### config.mk
export PLATFORM = sky130hd
export DESIGN_NAME = regfile_dump_reader
export DESIGN_NICKNAME = d
export VERILOG_FILES = /design/src/rtl/regfile_dump_reader.sv
export SDC_FILE = /design/constraint.sdc
export NUM_CORES = 1
export LEC_CHECK = 0
export ABC_AREA = 1
export CAP_MARGIN = 20
export CORE_AREA = 2 2 99 101
export CTS_CLUSTER_DIAMETER = 200
export DETAILED_ROUTE_END_ITERATION = 12
export DIE_AREA = 0 0 101 103
export DONT_BUFFER_PORTS = 1
export PLACE_DENSITY_LB_ADDON = 0.3
export SYNTH_ARGS = -nofsm -noshare
export SYNTH_HDL_FRONTEND = slang
export SYNTH_SLANG_ARGS = --single-unit
### constraint.sdc
create_clock -name clk -period 2.8 [get_ports clk]
set_input_delay 0.28 -clock clk [delete_from_list [all_inputs] [get_ports clk]]
set_output_delay 0.28 -clock clk [all_outputs]
set_load 0.02 [all_outputs]
### src/rtl/regfile_dump_reader.sv
// regfile_dump_reader
//   Debug read-initiator for the CPU register file. On start it walks register
//   indices FIRST_REG..LAST_REG through a spare combinational read port, puts
//   each word on a valid/ready stream tagged with its index, keeps a running
//   XOR checksum of everything dumped, and pulses done when the walk completes.
//
// Ports
//   clk        system clock, all state on rising edge
//   reset      asynchronous, active-high
//   start      begin a dump (sampled only in IDLE)
//   abort      synchronous cancel back to IDLE, highest priority
//   rd_addr    registered index to the register-file read port
//   rd_data    combinational read data for rd_addr
//   out_valid  out_index/out_data hold a word
//   out_ready  consumer accepts on out_valid && out_ready at clk edge
//   out_index  index of presented word
//   out_data   presented word
//   busy       high in READ and SEND
//   done       one-cycle pulse after the last word is accepted
//   checksum   XOR of all words dumped in the current/last run
module regfile_dump_reader #(
  parameter int FIRST_REG = 0,
  parameter int LAST_REG  = 31
) (
  input  logic        clk,
  input  logic        reset,
  input  logic        start,
  input  logic        abort,
  output logic [4:0]  rd_addr,
  input  logic [31:0] rd_data,
  output logic        out_valid,
  input  logic        out_ready,
  output logic [4:0]  out_index,
  output logic [31:0] out_data,
  output logic        busy,
  output logic        done,
  output logic [31:0] checksum
);

  localparam logic [4:0] FIRST  = 5'(FIRST_REG);
  localparam logic [4:0] LAST   = 5'(LAST_REG);
  localparam bit         CFG_OK = (FIRST_REG >= 0) && (LAST_REG <= 31) &&
                                  (LAST_REG >= FIRST_REG);

  typedef enum logic [1:0] {IDLE, READ, SEND, DONE} state_t;

  state_t state, state_nx;

  logic at_last;
  assign at_last = (rd_addr == LAST);

  // ---------------------------------------------------------------- FSM
  always_ff @(posedge clk or posedge reset) begin
    if (reset) state <= IDLE;
    else       state <= state_nx;
  end

  always_comb begin
    state_nx = state;
    if (abort) begin
      state_nx = IDLE;
    end else begin
      case (state)
        IDLE:    if (start) state_nx = READ;
        READ:    state_nx = SEND;
        SEND:    if (out_ready) state_nx = at_last ? DONE : READ;
        DONE:    state_nx = IDLE;
        default: state_nx = IDLE;
      endcase
    end
  end

  assign busy = (state == READ) || (state == SEND);
  assign done = (state == DONE);

  // ----------------------------------------------------------- datapath
  // In SEND out_valid is always 1, so out_ready alone marks an accept there.
  always_ff @(posedge clk or posedge reset) begin
    if (reset) begin
      rd_addr   <= '0;
      out_valid <= 1'b0;
      out_index <= '0;
      out_data  <= '0;
      checksum  <= '0;
    end else if (abort) begin
      // Partial checksum and last presented word are kept for inspection.
      out_valid <= 1'b0;
    end else begin
      case (state)
        IDLE: if (start) begin
          rd_addr  <= FIRST;
          checksum <= '0;
        end
        READ: begin
          out_data  <= rd_data;
          out_index <= rd_addr;
          out_valid <= 1'b1;
          checksum  <= checksum ^ rd_data;
        end
        SEND: if (out_ready) begin
          out_valid <= 1'b0;
          // Stop at LAST so rd_addr never walks past the range or wraps.
          if (!at_last) rd_addr <= rd_addr + 5'd1;
        end
        default: ;
      endcase
    end
  end

  // Illegal parameter combination (empty or out-of-range walk).
  a_cfg: assert property (@(posedge clk) CFG_OK)
    else $error("regfile_dump_reader: illegal FIRST_REG/LAST_REG");

endmodule

Word level (Yosys, flattened, before mapping)
Index checks and enable logic that the tools add are counted.
{"block": "totals", "word_cells": 42, "input_bits": 37, "output_inout_bits": 77, "regBits": 77}
{"block": "op_classes", "n_addsub": 1, "n_bitwise": 2, "n_mux": 14, "eq_ne": 9, "n_reduce_logical": 10}
{"op": "case mux 32 bit (2 select lines)", "count": 1}
{"op": "two-way mux 32 bit", "count": 1}
{"op": "XOR 32 bit", "count": 1}
{"op": "two-way mux 5 bit", "count": 3}
{"op": "case mux 5 bit (2 select lines)", "count": 1}
{"op": "two-way mux 2 bit", "count": 4}
{"op": "case mux 2 bit (4 select lines)", "count": 1}
{"op": "!= test 2 bit, second input constant", "count": 3}
{"op": "!= test 3 bit, second input constant", "count": 2}
{"op": "AND reduction 2 bit", "count": 3}
{"op": "adder 5 x 1 -> 5 bit, second input constant", "count": 1}
{"op": "equality test 5 bit, second input constant", "count": 1}
{"op": "AND reduction 5 bit", "count": 1}
{"op": "equality test 2 bit, second input constant", "count": 2}
{"op": "nonzero test 2 bit", "count": 2}
{"op": "AND reduction 3 bit", "count": 1}
{"op": "nonzero test 3 bit", "count": 1}
{"op": "equality test 2 x 1 -> 1 bit, second input constant", "count": 1}
{"op": "logical NOT 2 bit", "count": 1}
{"op": "two-way mux 1 bit", "count": 2}
{"op": "case mux 1 bit (2 select lines)", "count": 1}
{"op": "logical OR 1 bit", "count": 1}
{"op": "inverter 1 bit", "count": 1}

Logic depth before layout (Yosys ltp)
{"block": "logic_depth", "word_depth": 5, "mapped_depth": 8, "depth_no_buf": 8}

Worst setup path before layout
Ideal clock, no wire load.
{"block": "synth_path", "path_kind": "register -> register", "start": "reg rd_addr[0]", "end": "reg rd_addr[3]", "stages_incl_launch_ff": 9, "slack_ns": 1.260, "arrival_time_ns": 1.410, "n_path_buf": 0, "required_time_ns": 2.670, "setup_ns": 0.130, "synth_period_minus_slack_ns": 1.540, "cell_sequence": "dfrtp_1 > ha_1 > nand2_1 > nor2_1 > ha_1 > nand2_1 > nand4_2 > nand2_1 > o21ai_0"}
{"block": "synth_via", "elab_chain_cells": 4}
{"element": "start: declaration", "line_no": "29", "rtl": "output logic [4:0] rd_addr,"}
{"element": "start signal: assignment", "line_no": "103", "rtl": "if (!at_last) rd_addr <= rd_addr + 5'd1;"}
{"element": "adder 5 x 1 -> 5 bit", "line_no": "103"}
{"element": "two-way mux 5 bit", "line_no": "103"}
{"element": "two-way mux 5 bit", "line_no": "100", "rtl": "SEND: if (out_ready) begin"}
{"element": "case mux 5 bit (2 select lines)", "line_no": "89", "rtl": "case (state)"}
Several ways; a longest one is shown, not always the timed one. The select of a mux whose other input is x is not followed.
A chain may end at the register's enable or synchronous reset.

Worst setup path in the final report
{"block": "layout_path", "start": "reg state[0]", "end": "reg checksum[3]"}
{"block": "layout_via", "elab_chain_cells": 3}
{"element": "start: declaration", "line_no": "47", "rtl": "state_t state, state_nx;"}
{"element": "start signal: assignment", "line_no": "55", "rtl": "else state <= state_nx;"}
{"element": "equality test 2 x 1 -> 1 bit / logical NOT 2 bit (equally long branches)", "line_no": "89"}
{"element": "nonzero test 2 bit (no line) / != test 2 bit (equally long branches)"}
{"element": "AND reduction 3 bit (no line)"}
{"element": "end signal: assignment", "line_no": "98", "rtl": "checksum <= checksum ^ rd_data;"}
{"element": "end: declaration", "line_no": "37", "rtl": "output logic [31:0] checksum"}
Several ways; a longest one is shown, not always the timed one.

==> flow_summary.json <==
{
  "run_status": "finished, final reports clean",
  "power.internal_mw": 2.70,
  "synth-seq-area-share_pct": 53.0,
  "die_area_mm2": 0.0104,
  "yosys_register_bits": 77,
  "synth-simple-area-share_pct": 12.4,
  "rows": 36,
  "finalPower_mw": 4.38,
  "crit_path_end_kind": "flip-flop",
  "required_ns": 3.07,
  "viasPerCell": 5.15,
  "cts_buffers": 9,
  "clkPwrFrac_pct": 25.5,
  "max_freq_mhz": 442,
  "die_w_um": 101,
  "htreeDepth": 3,
  "power.switching_mw": 1.67,
  "num_vias": 2237,
  "die_h_um": 103,
  "postCtsResizedCells": 0,
  "gp_congestion": 0.679,
  "synth_area_mm2": 0.00363,
  "hpwlAfterDp_mm": 5.21,
  "syn_nets": 360,
  "slew_violations": 0,
  "initial_utilization_pct": 38.4,
  "pwr_density_cell_mw_per_mm2": 1100,
  "first_pass_iters": 4,
  "grt_pass1_wl_mm": 12.0,
  "synthCells": 317,
  "synthXorXnorAreaFrac_pct": 7.72,
  "path_clk_slew_ns": 0.09,
  "fin_nets": 358,
  "clkLatencyLatePin_ns": 0.34,
  "numPortBuffers": 0,
  "postRouteWirelength_mm": 7.74,
  "finalClockSkew_ns": 0.0121,
  "root_buffer": "clkbuf_8",
  "synth_top_family_by_area": "multiplexers",
  "arrival_ns": 2.53,
  "drive_gt1_share_pct": 20.3,
  "diodes": 0,
  "maxCapViolCount": 0,
  "grt-ovfl-total": 0,
  "first_global_vias": 2245,
  "power_frac_comb_pct": 20.8,
  "drtIter0Drc": 85,
  "synth_compound_gate_area_share_pct": 6.17,
  "ios": 114,
  "syn_to_final_growth_pct": 9.27,
  "ir_drop_mv": 0.373,
  "setup_tns_ns": 0,
  "synthMuxAreaShare_pct": 14.5,
  "core_mm2": 0.00946,
  "avgSynthCellArea_um2": 11.5,
  "tightest_slew_ns": 0.729,
  "cts_buffer_depth": 2,
  "antenna_found_initial": 0,
  "rsz0062_at_grt": "no",
  "hold_viol_final": 0,
  "track_usage_pct": 14.9,
  "synth-adder-area-share_pct": 2.07,
  "avgRoutedWirePerCell_um": 17.8,
  "cts.sinks": 77,
  "drc": 0,
  "layout_min_cycle_time_ns": 2.26,
  "synth_cell_types": 24,
  "fin_crit_sh_pct": 80.8,
  "critPathMaxFanout": 33,
  "slew-limit-headroom_pct": 51.4,
  "final_antenna_net_count": 0,
  "cts_setup_buffers": 0,
  "start_kind": "flip-flop",
  "swShare_pct": 38.3,
  "seq_power_share_pct": 53.7,
  "worst-setup-path-type": "flip-flop to flip-flop",
  "yosys_warnings": 0,
  "cts_tree": "done",
  "grt_max_degree": 41,
  "setup-violations-final": 0,
  "p_leak_nw": 2.06,
  "hold_class": "input port to flip-flop"
}
-- state kept, by name, summed over array words and instances, names as in the netlist --
| signal | flops |
|---|---|
| checksum | 32 |
| out_data | 32 |
| out_index | 5 |
| state | 2 |
| rd_addr | 5 |
| out_valid | 1 |
-- path summary, 6_finish.rpt --
check | endpoint | depth (start not counted) | slack, ns | start
setup / recovery | checksum[3] | 7 | 0.54 | state[0]
hold / removal | out_data[13] | 1 | 0.08 | rd_data[13]
setup reg to reg | checksum[3] | 7 | 0.54 | state[0]
hold reg to reg | state[1] | 2 | 0.61 | state[0]
max in group asynchronous | out_valid | 3 | 1.57 | reset
min in group asynchronous | out_data[12] | 2 | 0.47 | reset
-- worst max-delay path, cell delays in order, from the launching register on --
cell and delay [ns]:
dfrtp_1 0.43, inv_1 0.10, ha_1 0.26, nand2_2 0.12
nand2_2 0.33, nor2_4 0.69, nand3_1 0.15, nand2_1 0.09
-- cells in the final DEF (no fill, tap or decap), types with 2 or more instances in the layout --
cell type,synthesis,layout
dfrtp_1,77,77
nand2_1,52,52
o21ai_0,41,41
nand3_1,35,35
mux2_4,35,35
xor2_1,32,32
clkbuf_8,0,10
inv_1,7,6
ha_1,6,5
bufinv_16,0,4
buf_4,4,4
nand2_2,2,2
nor2_1,2,2
nor2_4,2,2
clkinv_2,0,2
-- per-layer routing --
layer | GRT usage (%) | share of wire [%]
met5 | 0 | 0
met4 | 5.30 | 0.87
met3 | 4.81 | 6.7
met2 | 23.3 | 48
met1 | 19.6 | 45
-- per-stage QoR --
stage | setup WS (ns) | utilization [%] | hold WS, ns | cells | area, um^2
2_1_floorplan | 0.553 | - | 0.429 | 317 | 3630
3_3_place_gp | 0.644 | 39.0 | 0.263 | 417 | 3690
3_5_place_dp | 0.516 | 39.0 | 0.272 | 417 | 3690
4_1_cts | 0.492 | 42.0 | 0.0557 | 434 | 3970
5_1_grt | 0.257 | 42.0 | 0.0482 | 434 | 3970
6_report | 0.538 | 42.0 | 0.0831 | 434 | 3970
-- area by class of cell --
class                      count  area [um^2]
clock buffer                  10          138
tap                          114          143
clock inverter                 6          134
timing repair buffer           5         40.0
sequential                    77         1930
fill                         889         5490
multi-input combinational    214         1560
inverter                       8         31.3
-- Yosys cell counts --
cell type | number | area share, %
a21oi_1 | 1 | 0.14
buf_1 | 3 | 0.31
buf_2 | 4 | 0.55
buf_4 | 4 | 0.83
buf_6 | 4 | 1.2
clkbuf_2 | 3 | 0.41
dfrtp_1 | 77 | 53
ha_1 | 6 | 2.1
inv_1 | 7 | 0.72
inv_2 | 1 | 0.10
mux2_4 | 35 | 14
nand2_1 | 52 | 5.4
nand2_2 | 2 | 0.34
nand2_4 | 1 | 0.31
nand3_1 | 35 | 4.8
nand4_1 | 1 | 0.17
nand4_2 | 1 | 0.34
nor2_1 | 2 | 0.21
nor2_4 | 2 | 0.62
o21a_1 | 1 | 0.21
o21ai_0 | 41 | 5.6
o22ai_1 | 1 | 0.17
or2_2 | 1 | 0.17
xor2_1 | 32 | 7.7
-- cell families (layout without fill, tap and decap cells) --
family                     Yosys count  after routing
and+or+nand+nor                     97             97
DFF                                 77             77
AOI/OAI and AO/OA                   44             44
xor gates and xnor gates            32             32
buffers and inverters               26             29
adders and majority gates            6              6
muxes                               35             35
-- power by group through the flow --
stage | Sequential, mW | Combinational, mW | Clock, mW
floorplan | 2.26 | 0.813 | 0
global placement | 2.38 | 0.894 | 0
detailed placement | 2.38 | 0.917 | 0
CTS | 2.36 | 0.925 | 1.15
global route | 2.42 | 1.01 | 1.21
finish | 2.35 | 0.910 | 1.12
-- timing repair --
action                     in CTS  in global routing
setup endpoints to repair       0                  0
hold endpoints to repair       34                  0
hold buffers                    1                  0
(Power assumes the default switching activity.)
